$ cat src/rtl/fft_sample_loader_if.sv
// Handshake and FFT-control bundle between the sample loader and its environment.
// The master side is the loader; the slave side is the audio front end plus the FFT core.
interface fft_sample_loader_if #(
    parameter int unsigned width = 16,
    parameter int unsigned M     = 5
);
    logic signed [width-1:0] sample_in;
    logic                    sample_valid;
    logic                    sample_ready;
    logic                    load;
    logic [M-1:0]            rd_adr;
    logic [2*width-1:0]      rd;
    logic                    start;
    logic                    fft_reset;
    logic                    fft_done;
    logic                    result_valid;
    logic [M-1:0]            result_idx;
    logic [15:0]             drop_count;

    modport master (
        input  sample_in, sample_valid, fft_done,
        output sample_ready, load, rd_adr, rd, start, fft_reset,
               result_valid, result_idx, drop_count
    );

    modport slave (
        output sample_in, sample_valid, fft_done,
        input  sample_ready, load, rd_adr, rd, start, fft_reset,
               result_valid, result_idx, drop_count
    );
endinterface

$ cat src/rtl/fft_sample_loader.sv
// Collects N real samples into FFT RAM0, kicks off the FFT, then tracks the result readout.
// Samples offered while the loader is busy are counted in a saturating drop counter.
module fft_sample_loader #(
    parameter int unsigned width = 16,
    parameter int unsigned M     = 5
) (
    input logic                 clk,
    input logic                 reset,
    fft_sample_loader_if.master bus
);
    localparam int unsigned N = 1 << M;
    localparam logic [M-1:0] LastIdx = M'(N - 1);

    typedef enum logic [2:0] {StClear, StLoad, StStart, StRun, StUnload} state_e;

    state_e             state_q, state_d;
    logic [M-1:0]       count_q, count_d;
    logic [M-1:0]       idx_q, idx_d;
    logic               load_q;
    logic [M-1:0]       adr_q;
    logic [2*width-1:0] rd_q;
    logic [15:0]        drop_q;
    logic               ready;
    logic               start;
    logic               unloading;
    logic               accept;

    always_comb begin
        state_d   = state_q;
        count_d   = count_q;
        idx_d     = idx_q;
        ready     = 1'b0;
        start     = 1'b0;
        unloading = 1'b0;
        unique case (state_q)
            StClear: begin
                count_d = '0;
                idx_d   = '0;
                state_d = StLoad;
            end
            StLoad: begin
                ready = 1'b1;
                if (bus.sample_valid) begin
                    count_d = count_q + 1'b1;
                    if (count_q == LastIdx) state_d = StStart;
                end
            end
            StStart: begin
                start   = 1'b1;
                state_d = StRun;
            end
            StRun: begin
                if (bus.fft_done) state_d = StUnload;
            end
            StUnload: begin
                // Runs all N bins regardless of fft_done once started.
                unloading = 1'b1;
                idx_d     = idx_q + 1'b1;
                if (idx_q == LastIdx) state_d = StClear;
            end
            default: state_d = StClear;
        endcase
    end

    assign accept = bus.sample_valid & ready;

    always_ff @(posedge clk) begin
        if (reset) begin
            state_q <= StClear;
            count_q <= '0;
            idx_q   <= '0;
            load_q  <= 1'b0;
            adr_q   <= '0;
            rd_q    <= '0;
            drop_q  <= '0;
        end else begin
            state_q <= state_d;
            count_q <= count_d;
            idx_q   <= idx_d;
            load_q  <= accept;
            if (accept) begin
                adr_q <= count_q;
                rd_q  <= {bus.sample_in, {width{1'b0}}};
            end
            if (bus.sample_valid && !ready && drop_q != 16'hFFFF) begin
                drop_q <= drop_q + 16'd1;
            end
        end
    end

    assign bus.sample_ready = ready;
    assign bus.load         = load_q;
    assign bus.rd_adr       = adr_q;
    assign bus.rd           = rd_q;
    assign bus.start        = start;
    assign bus.fft_reset    = reset | (state_q == StClear);
    assign bus.result_valid = unloading;
    assign bus.result_idx   = idx_q;
    assign bus.drop_count   = drop_q;
endmodule
$ cat src/flat_wrapper.sv
// flat-port wrapper written by rule: the top's interface ports become plain ports
module fft_sample_loader_flat 
#(
    parameter int unsigned width = 16,
    parameter int unsigned M     = 5
)
  (clk, reset, bus_sample_in, bus_sample_valid, bus_fft_done, bus_sample_ready, bus_load, bus_rd_adr, bus_rd, bus_start, bus_fft_reset, bus_result_valid, bus_result_idx, bus_drop_count);
  fft_sample_loader_if #(.width(width), .M(M)) bus_i ();
  input logic clk;
  input logic reset;
  input wire logic [$bits(bus_i.sample_in)-1:0] bus_sample_in;
  input wire logic [$bits(bus_i.sample_valid)-1:0] bus_sample_valid;
  input wire logic [$bits(bus_i.fft_done)-1:0] bus_fft_done;
  output wire logic [$bits(bus_i.sample_ready)-1:0] bus_sample_ready;
  output wire logic [$bits(bus_i.load)-1:0] bus_load;
  output wire logic [$bits(bus_i.rd_adr)-1:0] bus_rd_adr;
  output wire logic [$bits(bus_i.rd)-1:0] bus_rd;
  output wire logic [$bits(bus_i.start)-1:0] bus_start;
  output wire logic [$bits(bus_i.fft_reset)-1:0] bus_fft_reset;
  output wire logic [$bits(bus_i.result_valid)-1:0] bus_result_valid;
  output wire logic [$bits(bus_i.result_idx)-1:0] bus_result_idx;
  output wire logic [$bits(bus_i.drop_count)-1:0] bus_drop_count;
  assign bus_i.sample_in = bus_sample_in;
  assign bus_i.sample_valid = bus_sample_valid;
  assign bus_i.fft_done = bus_fft_done;
  assign bus_sample_ready = bus_i.sample_ready;
  assign bus_load = bus_i.load;
  assign bus_rd_adr = bus_i.rd_adr;
  assign bus_rd = bus_i.rd;
  assign bus_start = bus_i.start;
  assign bus_fft_reset = bus_i.fft_reset;
  assign bus_result_valid = bus_i.result_valid;
  assign bus_result_idx = bus_i.result_idx;
  assign bus_drop_count = bus_i.drop_count;
  fft_sample_loader #(.width(width), .M(M)) u_core (.clk(clk), .reset(reset), .bus(bus_i));
endmodule
$ cat config.mk
export PLATFORM = sky130hd
export DESIGN_NAME = fft_sample_loader_flat
export DESIGN_NICKNAME = d
export VERILOG_FILES = /design/src/rtl/fft_sample_loader_if.sv /design/src/rtl/fft_sample_loader.sv /design/src/flat_wrapper.sv
export SDC_FILE = /design/constraint.sdc
export NUM_CORES = 1
export LEC_CHECK = 0
export ABC_AREA = 1
export BUFFER_PORTS_ARGS = -buffer_cell sky130_fd_sc_hd__buf_2
export CAP_MARGIN = 20
export CORE_MARGIN = 2
export CORE_UTILIZATION = 50
export CTS_CLUSTER_SIZE = 20
export DETAILED_ROUTE_END_ITERATION = 12
export MAX_ROUTING_LAYER = met4
export PLACE_DENSITY = 0.79
export SLEW_MARGIN = 40
export SYNTH_ARGS = -nofsm -noshare
export SYNTH_HDL_FRONTEND = slang
export SYNTH_SLANG_ARGS = --single-unit
$ cat constraint.sdc
create_clock -name clk -period 1.95 [get_ports clk]
set_clock_uncertainty 0.1 [all_clocks]
set_input_delay 0.2925 -clock clk [delete_from_list [all_inputs] [get_ports clk]]
set_output_delay 0.2925 -clock clk [all_outputs]
set_load 0.05 [all_outputs]
==> metrics.yaml <==
drt:
  avgViaCountPerCell: 4.84
  routed-via-count: 2376
  routed_wl_um: 5470
  route.detailed.drc: 0
  detail-route-antenna-nets: 0
  drt_pre_antenna_iters: 4
  avgRoutedWirePerCell_um: 11.1
  drt_iter0_markers: 154
die:
  rows: 26
  initial_core_util: 0.510
  dieArea_um2: 5700
  die_width_um: 75.5
  pin_count: 83
  core-area_um2: 5010
  die_h_um: 75.5
final_layout:
  postLayoutCellArea_um2: 3010
  nets: 445
  fill_cells: 482
  final_cells: 491
  antennaDiodeCount: 0
  post_route_cells_drive_above_1_share: 0.266
  syn_to_final_growth_pct: 17.7
setup_path:
  setup.worst_path.class: "flop to output pin"
  crit_end: "bus_fft_reset"
  worstPathArrival_ns: 1.40
  critical_path.max_fanout: 6
  required_ns: 1.56
  ff2ff_path_depth: 9
  worstSetupStartpointType: "flop"
  worst_r2r_endpoint: "u_core.state_q[1]"
  r2r_slack_ns: 0.38
  cp-startpoint: "u_core.state_q[0]"
  cp-end-kind: "output pin"
  regToRegStartpoint: "u_core.count_q[0]"
placed_design:
  global_placement_routability_congestion: 0.877
  dp_hpwl_um: 4000
  dpl.cell_count: 483
  place.port_buffers: 66
  pre_cts_slack_ns: 0.390
  postPlaceCellArea_um2: 2890
grt:
  grtUsageTotal: 0.207
  overflow: 0
  grt_start_max_net_pins: 38
  wire_length_of_the_first_global_routing_pass_um: 8980
  grt_antenna_before_repair: 0
  vias_in_the_first_global_route: 2062
clocking:
  clock_tree.buffer_depth: 2
  cts.htree.levels: 2
  tritoncts: "done"
  clkLatencyLatePin_ns: 0.31
  clk_pin_slew_worst_paths_ns: 0.09
  numCtsBuffers: 5
  clockRootBuffer: "sky130_fd_sc_hd__clkbuf_8"
  clock-sinks: 51
timing:
  setup_ws_ns: 0.162
  setup_tns_ns: 0
  report.final.slew_viol_count: 0
  finalHoldWorstSlack_ns: 0.102
  finalWorstPathRequiredPeriod_ns: 1.79
  setup_repair_after_global_routing_missed_its_margin: "false"
  setup_viol: 0
  final_clock_period_utilization_by_the_worst_path: 0.917
  timing.fmax_mhz: 559
  finalHoldViolations: 0
synthesis:
  synth_edf_count: 0
  syn_area_per_cell_um2: 7.22
  area_share_of_the_leading_cell_type_in_the_synthesized_netlist: 0.400
  synth.yosys.seq_area_share: 0.400
  syn-instance-count: 354
  netlist.top_cell.by_area: "sky130_fd_sc_hd__dfxtp_1"
  synth.yosys.warnings: 0
  synth_area_leaders: "sky130_fd_sc_hd__dfxtp_1 (40%), sky130_fd_sc_hd__nor2_1 (12%), sky130_fd_sc_hd__nand2_1 (7.6%)"
  async_reset_ff_frac: 0
  yosysMostFrequentCell: "sky130_fd_sc_hd__nor2_1"
  flip_flop_cell_with_the_highest_count_after_synthesis: "sky130_fd_sc_hd__dfxtp_1"
  synth-seq-cells: 51
  ys_top_cells_by_count: "sky130_fd_sc_hd__nor2_1 (82), sky130_fd_sc_hd__nand2_1 (52), sky130_fd_sc_hd__dfxtp_1 (51)"
  yosysUniqueCellTypes: 33
  post_synth_instance_area_um2: 2550
run_status:
  status: "finished, final reports clean"
power:
  vdd_ir_drop_max_uv: 573
  p_per_area_nw_per_um2: 884
  cellLeakagePower_nw: 1.47
min_path:
  hp-class: "input pin to flop"
run:
  max_cap_violations: 0
[cell usage in the layout (no fill, tap or decap), types with 4 or more instances in the layout]
| cell type | netlist | final |
|---|---|---|
| sky130_fd_sc_hd__nor2_1 | 82 | 81 |
| sky130_fd_sc_hd__buf_2 | 4 | 66 |
| sky130_fd_sc_hd__nand2_1 | 52 | 52 |
| sky130_fd_sc_hd__dfxtp_1 | 51 | 51 |
| sky130_fd_sc_hd__o21ai_0 | 30 | 30 |
| sky130_fd_sc_hd__inv_1 | 25 | 25 |
| sky130_fd_sc_hd__a21oi_1 | 17 | 17 |
| sky130_fd_sc_hd__conb_1 | 1 | 16 |
| sky130_fd_sc_hd__nand3_1 | 14 | 14 |
| sky130_fd_sc_hd__nand2_2 | 7 | 7 |
| sky130_fd_sc_hd__inv_2 | 6 | 6 |
| sky130_fd_sc_hd__nor2_2 | 4 | 5 |
| sky130_fd_sc_hd__nor3_1 | 5 | 5 |
| sky130_fd_sc_hd__nand4_1 | 5 | 5 |
| sky130_fd_sc_hd__ha_1 | 5 | 5 |
| sky130_fd_sc_hd__clkbuf_8 | 0 | 5 |
| sky130_fd_sc_hd__nor2_4 | 4 | 4 |
| sky130_fd_sc_hd__a21oi_2 | 4 | 4 |
[through the flow]
step                      power [W]   util
after floorplan             0.00180      -
after global placement      0.00192  0.577
after detailed placement    0.00193  0.577
after CTS                   0.00267  0.600
after global routing        0.00278  0.600
final                       0.00266  0.600
[layout make-up]
| class | instances | area (um2) | share of cell area |
|---|---|---|---|
| Multi-Input combinational cell | 261 | 1310 | 0.435 |
| Sequential cell | 51 | 1020 | 0.340 |
| Timing Repair Buffer | 69 | 353 | 0.117 |
| Inverter | 32 | 125 | 0.0416 |
| Tap cell | 70 | 87.6 | 0.0291 |
| Clock buffer | 5 | 68.8 | 0.0229 |
| Clock inverter | 3 | 43.8 | 0.0146 |
[routing by layer]
layer	wire [um]	share of wire	GRT usage
met5	0	0	-
met1	2600	0.47	0.264
met4	46	0.0084	0.0468
met2	2460	0.45	0.332
met3	360	0.066	0.0503
[timing repair]
| action | CTS | global route |
|---|---|---|
| setup buffers | 0 | 0 |
| hold endpoints to repair | 0 | 0 |
| hold buffers | 0 | 0 |
| resized for setup | 0 | 1 |
| setup endpoints to repair | 0 | 2 |
[worst max-delay path, stage by stage, from the launching register on]
cell                      delay, ns
sky130_fd_sc_hd__dfxtp_1       0.37
sky130_fd_sc_hd__nor2_2        0.20
sky130_fd_sc_hd__nand2_1       0.12
sky130_fd_sc_hd__nand2_1       0.12
sky130_fd_sc_hd__buf_2         0.27
[kinds of logic after synthesis]
kind of cell,after synthesis,share of synthesized area
simple gates,183,0.339
buf+inv,57,0.112
compound gates,54,0.114
flops,51,0.400
fa+ha+maj,5,0.0245
xor+xnor,3,0.0103
other cells,1,0.00147
[flip-flops by register name (all words and copies together) (netlist names)]
name	count
u_core.bus.drop_count	16
u_core.bus.rd	16
u_core.bus.rd_adr	5
u_core.bus.result_idx	5
u_core.count_q	5
u_core.state_q	3
u_core.bus.load	1
[where the power goes]
group          switching, W  total, W  internal (W)
logic              0.000582  0.000742      0.000160
clock network      0.000362  0.000745      0.000383
registers         0.0000505   0.00117       0.00112
total              0.000995   0.00266       0.00166
[worst min-delay path by stage]
| stage | start | end | slack, ns | cells after the start |
|---|---|---|---|---|
| floorplan | bus_sample_in[0] | u_core.bus.rd[16] | 0.33 | 2 |
| global placement | u_core.bus.result_idx[4] | u_core.bus.result_idx[4] | 0.37 | 2 |
| detailed placement | u_core.bus.result_idx[4] | u_core.bus.result_idx[4] | 0.37 | 2 |
| CTS | bus_sample_in[13] | u_core.bus.rd[29] | 0.09 | 3 |
| global route | bus_sample_in[6] | u_core.bus.rd[22] | 0.09 | 3 |
| finish | bus_sample_in[6] | u_core.bus.rd[22] | 0.10 | 3 |
No activity file was read; power rests on OpenSTA's default activity.
